## config.mk

```make
export PLATFORM = sky130hd
export DESIGN_NAME = pipeline_ctrl
export DESIGN_NICKNAME = d
export VERILOG_FILES = /design/src/rtl/rv32i_types.sv /design/src/rtl/pipeline_ctrl_hazard_detect.sv /design/src/rtl/pipeline_ctrl.sv
export SDC_FILE = /design/constraint.sdc
export NUM_CORES = 1
export LEC_CHECK = 0
export CORE_AREA = 2 2 53 65
export CTS_BUF_LIST = sky130_fd_sc_hd__clkbuf_2 sky130_fd_sc_hd__clkbuf_4 sky130_fd_sc_hd__clkbuf_8
export DETAILED_ROUTE_END_ITERATION = 16
export DIE_AREA = 0 0 55 67
export HOLD_SLACK_MARGIN = 0.12
export PLACE_DENSITY = 0.77
export SLEW_MARGIN = 5
export SYNTH_ARGS = -nofsm -noshare
export SYNTH_HDL_FRONTEND = slang
export SYNTH_SLANG_ARGS = --single-unit
```

## constraint.sdc

```tcl
create_clock -name clk -period 1.9 [get_ports clk]
set_input_delay 0.38 -clock clk [delete_from_list [all_inputs] [get_ports clk]]
set_output_delay 0.38 -clock clk [all_outputs]
set_load 0.01 [all_outputs]
```

## src/rtl/rv32i_types.sv

```systemverilog
// Shared rv32i pipeline types: stall/flush sequencer states and PC mux selects.
package rv32i_types;

  typedef enum logic [1:0] {
    RUN      = 2'd0,
    MEM_WAIT = 2'd1,
    BUBBLE   = 2'd2
  } pipe_ctrl_state_t;

  localparam logic PCSEL_PLUS4    = 1'b0;
  localparam logic PCSEL_REDIRECT = 1'b1;

endpackage

```

## src/rtl/pipeline_ctrl_hazard_detect.sv

```systemverilog
// Combinational register-dependency compare: flags when a producer's rd feeds an ID source.
// Zero latency; no flow control. Reusable for forwarding checks by driving rd_valid accordingly.
module hazard_detect (
  input  logic [4:0] rs1,
  input  logic [4:0] rs2,
  input  logic       use_rs1,
  input  logic       use_rs2,
  input  logic [4:0] rd,
  input  logic       rd_valid,
  output logic       hit
);

  // x0 is never a real dependency
  assign hit = rd_valid & (rd != 5'd0) &
               ((use_rs1 & (rs1 == rd)) | (use_rs2 & (rs2 == rd)));

endmodule

```

## src/rtl/pipeline_ctrl.sv

```systemverilog
// Stall/flush sequencer for the 5-stage rv32i pipeline; outputs are combinational (zero latency).
// Priority: memory stall > EX redirect > load-use. Perf counters only with PIPE_CTRL_PERF_EN.
module pipeline_ctrl
  import rv32i_types::*;
#(
  parameter int LU_BUBBLES = 1,
  parameter int PERF_W     = 32
) (
  input  logic              clk,
  input  logic              rst,
  input  logic              imem_resp,
  input  logic              dmem_read,
  input  logic              dmem_write,
  input  logic              dmem_resp,
  input  logic [4:0]        id_rs1,
  input  logic [4:0]        id_rs2,
  input  logic              id_use_rs1,
  input  logic              id_use_rs2,
  input  logic [4:0]        ex_rd,
  input  logic              ex_is_load,
  input  logic              ex_redirect,
  output logic              imem_read,
  output logic              pc_sel,
  output logic              load_pc,
  output logic              load_if_id,
  output logic              load_id_ex,
  output logic              load_ex_mem,
  output logic              load_mem_wb,
  output logic              flush_if_id,
  output logic              flush_id_ex,
  output logic [PERF_W-1:0] perf_stall_cnt,
  output logic [PERF_W-1:0] perf_flush_cnt
);

  localparam logic [1:0] LU_INIT = 2'(LU_BUBBLES - 1);

  pipe_ctrl_state_t state, state_n;
  logic [1:0]       cnt, cnt_n;
  logic             load_use;
  logic             mem_stall;

  hazard_detect u_hazard (
    .rs1      (id_rs1),
    .rs2      (id_rs2),
    .use_rs1  (id_use_rs1),
    .use_rs2  (id_use_rs2),
    .rd       (ex_rd),
    .rd_valid (ex_is_load),
    .hit      (load_use)
  );

  // imem_read equals rst, so the instruction-side term reduces to rst & ~imem_resp
  assign mem_stall = rst & (~imem_resp | ((dmem_read | dmem_write) & ~dmem_resp));

  always_ff @(posedge clk or negedge rst) begin
    if (!rst) begin
      state <= RUN;
      cnt   <= 2'd0;
    end else begin
      state <= state_n;
      cnt   <= cnt_n;
    end
  end

  always_comb begin
    state_n     = state;
    cnt_n       = cnt;
    imem_read   = 1'b0;
    pc_sel      = PCSEL_PLUS4;
    load_pc     = 1'b0;
    load_if_id  = 1'b0;
    load_id_ex  = 1'b0;
    load_ex_mem = 1'b0;
    load_mem_wb = 1'b0;
    flush_if_id = 1'b0;
    flush_id_ex = 1'b0;
    if (rst) begin
      imem_read = 1'b1;
      if (mem_stall) begin
        state_n = MEM_WAIT;
      end else if (ex_redirect) begin
        pc_sel      = PCSEL_REDIRECT;
        load_pc     = 1'b1;
        load_if_id  = 1'b1;
        load_id_ex  = 1'b1;
        load_ex_mem = 1'b1;
        load_mem_wb = 1'b1;
        flush_if_id = 1'b1;
        flush_id_ex = 1'b1;
        state_n     = RUN;
        cnt_n       = 2'd0;
      // a non-zero count means a bubble sequence is in progress (BUBBLE, or MEM_WAIT resuming it)
      end else if (cnt != 2'd0 || load_use) begin
        load_id_ex  = 1'b1;
        load_ex_mem = 1'b1;
        load_mem_wb = 1'b1;
        flush_id_ex = 1'b1;
        cnt_n       = (cnt != 2'd0) ? cnt - 2'd1 : LU_INIT;
        state_n     = (cnt_n != 2'd0) ? BUBBLE : RUN;
      end else begin
        load_pc     = 1'b1;
        load_if_id  = 1'b1;
        load_id_ex  = 1'b1;
        load_ex_mem = 1'b1;
        load_mem_wb = 1'b1;
        state_n     = RUN;
      end
    end
  end

`ifdef PIPE_CTRL_PERF_EN
  logic              redirect_fire;
  logic [PERF_W-1:0] stall_q, flush_q;

  assign redirect_fire = rst & ~mem_stall & ex_redirect;

  always_ff @(posedge clk or negedge rst) begin
    if (!rst) begin
      stall_q <= '0;
      flush_q <= '0;
    end else begin
      if (mem_stall)     stall_q <= stall_q + 1'b1;
      if (redirect_fire) flush_q <= flush_q + 1'b1;
    end
  end

  assign perf_stall_cnt = stall_q;
  assign perf_flush_cnt = flush_q;
`else
  assign perf_stall_cnt = '0;
  assign perf_flush_cnt = '0;
`endif

endmodule

```

==> reports/metrics.csv <==
metric;value;unit
run status;finished, final reports clean;
Post-CTS Setup Inserts;0;
share of cells above drive strength 1;30.1;%
# setup viols final;0;
reg2reg end;cnt[0]$_DFFE_PN0P_;
hold_ws;0.443;ns
fin crit share;97.8;%
drt total wl;1320;µm
max FFs per register;2;
DR iter-0 viols;6;
antenna violations before repair;0;
fmax;0.538;GHz
largest net degree at the start of global routing;6;
Root Buffer;clkbuf_4;
top cells by area, synth;buf_4 (67%), xnor2_1 (11%), dfrtp_1 (6.4%);
worst endpoint required time;1.52;ns
share of the synthesized area in the top cell type;66.7;%
leakage;0.539;nW
GPL Wtd Cong;0.682;
Initial Util;25.7;%
synthesized area per cell;7.69;µm²
Seq/Total Area, Yosys;6.44;%
Final ANT Viol Nets;0;
Startpoint Class;primary input;
unrepaired setup endpoints after global routing;yes;
ys async rst share;100;%
die area;3690;µm²
PortBufs;33;
synth cell count leaders;buf_4 (69), xnor2_1 (10), nand2_1 (4);
Top Registers;cnt: 2 flops;
Tmin final;1.86;ns
number of unique standard cell types used by synthesis;17;
R2R setup slack;0.98;ns
Synth Cell Area;777;µm²
Post-Syn Instances;101;
core area;3030;µm²
Via density;3.23;
number of synthesized flops with an enable pin;0;
fin nets;163;
Syn-to-layout area delta;17.2;%
vias in the first global route;400;
R2R depth;2;
most common cell in the netlist;buf_4;
ant diodes;0;
Top Ports;98;
die width;55;µm
TritonCTS clock tree;built;
global-route wire length before repair;1730;µm
residual DRC count;0;
Synth Flop Type;dfrtp_1;
power per cell area;337;nW/µm²
1st-pass router iterations;2;
Hold Path Class;in2async;
filler cell count in the final layout;335;
Hold Fails Final Rpt;0;
IR drop worst, VDD;0.000151;V
CTS Buf Count;3;
DR WL/cell;7.65;µm
Max clock buf depth;2;
critical path capture point type;output port;
Fin Clk Skew;0.00471;ns
Final HPWL DP;1200;µm
worst skew pair latency;0.22;ns
r2r startpoint;cnt[1]$_DFFE_PN0P_;
# rows;22;
WS Path Type;in2out;
DR vias;555;
setup TNS;0;ns
die height;67;µm
Top reg by flops;cnt;
CTS H-tree lvls;1;
crit path DAT;1.48;ns
CP max FO;2;
# clock sinks;2;
total gr overflow;0;
Seq cells post-synth;2;
total track usage;6.72;%
Ys Warns;0;
Final Max Slew Viols;0;
cell accounting for the most synthesized area;buf_4;
Worst-path clk slew;0.03;ns
Max Cap Viol;0;
cells in the final DEF (no fill, tap or decap), types with 2 or more instances in the layout:
cell / instances
conb_1: 64
buf_2: 10
clkbuf_2: 8
clkdlybuf4s50_1: 7
xnor2_2: 6
buf_4: 5
xnor2_1: 4
nand2_1: 4
buf_6: 4
clkbuf_4: 3
nand4_1: 2
nor2_1: 2
dfrtp_1: 2
dlygate4sd2_1: 2
metal layers:
layer | GRT usage, % | vias to the layer above | part of all wire (%)
met5 | 0 | - | 0
met4 | 1.83 | 0 | 0
met3 | 3.81 | 0 | 18
met2 | 10.7 | 59 | 53
met1 | 7.50 | 239 | 29
li1 | - | 257 | -
timing repair:
action	4_1_cts	5_1_grt
pin swaps	19	16
gates resized for setup	80	28
hold buffers	0	0
setup endpoints to repair	8	4
cell type report:
class	instances	area, µm²	area share [%]
multi-input cells	92	502	55.1
repair buffers	38	288	31.6
flip-flops and latches	2	50.0	5.49
well taps	36	45.0	4.95
clock buffers	3	22.5	2.47
inverters	1	3.75	0.412
worst max path at each step:
stage              start     endpoint  slack (ns)  cells after the start
2_1_floorplan  id_rs1[4]      load_pc        0.11                      6
3_3_place_gp    ex_rd[1]      load_pc       -0.81                      7
3_5_place_dp    ex_rd[4]   load_if_id       -0.81                      7
4_1_cts        id_rs2[3]  flush_id_ex       0.001                      7
5_1_grt         ex_rd[3]   load_if_id      -0.008                      7
6_report       id_rs1[4]  flush_id_ex        0.04                      7
worst max-delay path: stages:
cell and delay, ns:
buf_2 0.11, xnor2_2 0.13, nand4_1 0.12, o22ai_2 0.09, a311o_1 0.35, o21a_1 0.17
buf_2 0.13
power by group:
| group | internal (mW) | total, mW | switching, mW | leakage, nW |
|---|---|---|---|---|
| Combinational | 0.0727 | 0.173 | 0.100 | 0.497 |
| Clock | 0.0695 | 0.0913 | 0.0218 | 0.0138 |
| Sequential | 0.0429 | 0.0429 | 0 | 0.0280 |
| Total | 0.185 | 0.307 | 0.122 | 0.539 |
kinds of logic after synthesis:
kind of cell,after synthesis,share of synthesized area (%)
compound gates,6,6.28
xor+xnor,10,11.3
buf+inv,70,67.1
flops,2,6.44
mux,1,1.45
other cells,1,0.483
simple gates,11,6.92
through the flow:
stage,power [mW],cell area (µm²),setup slack [ns],utilization (%),std cells
CTS,0.298,881,0.00129,29.1,172
global placement,0.216,908,-0.810,30.0,169
global route,0.336,911,-0.00810,30.1,172
floorplan,0.237,1010,0.109,-,164
detailed placement,0.217,908,-0.814,30.0,169
finish,0.307,911,0.0412,30.1,172
(Power assumes the default switching activity.)
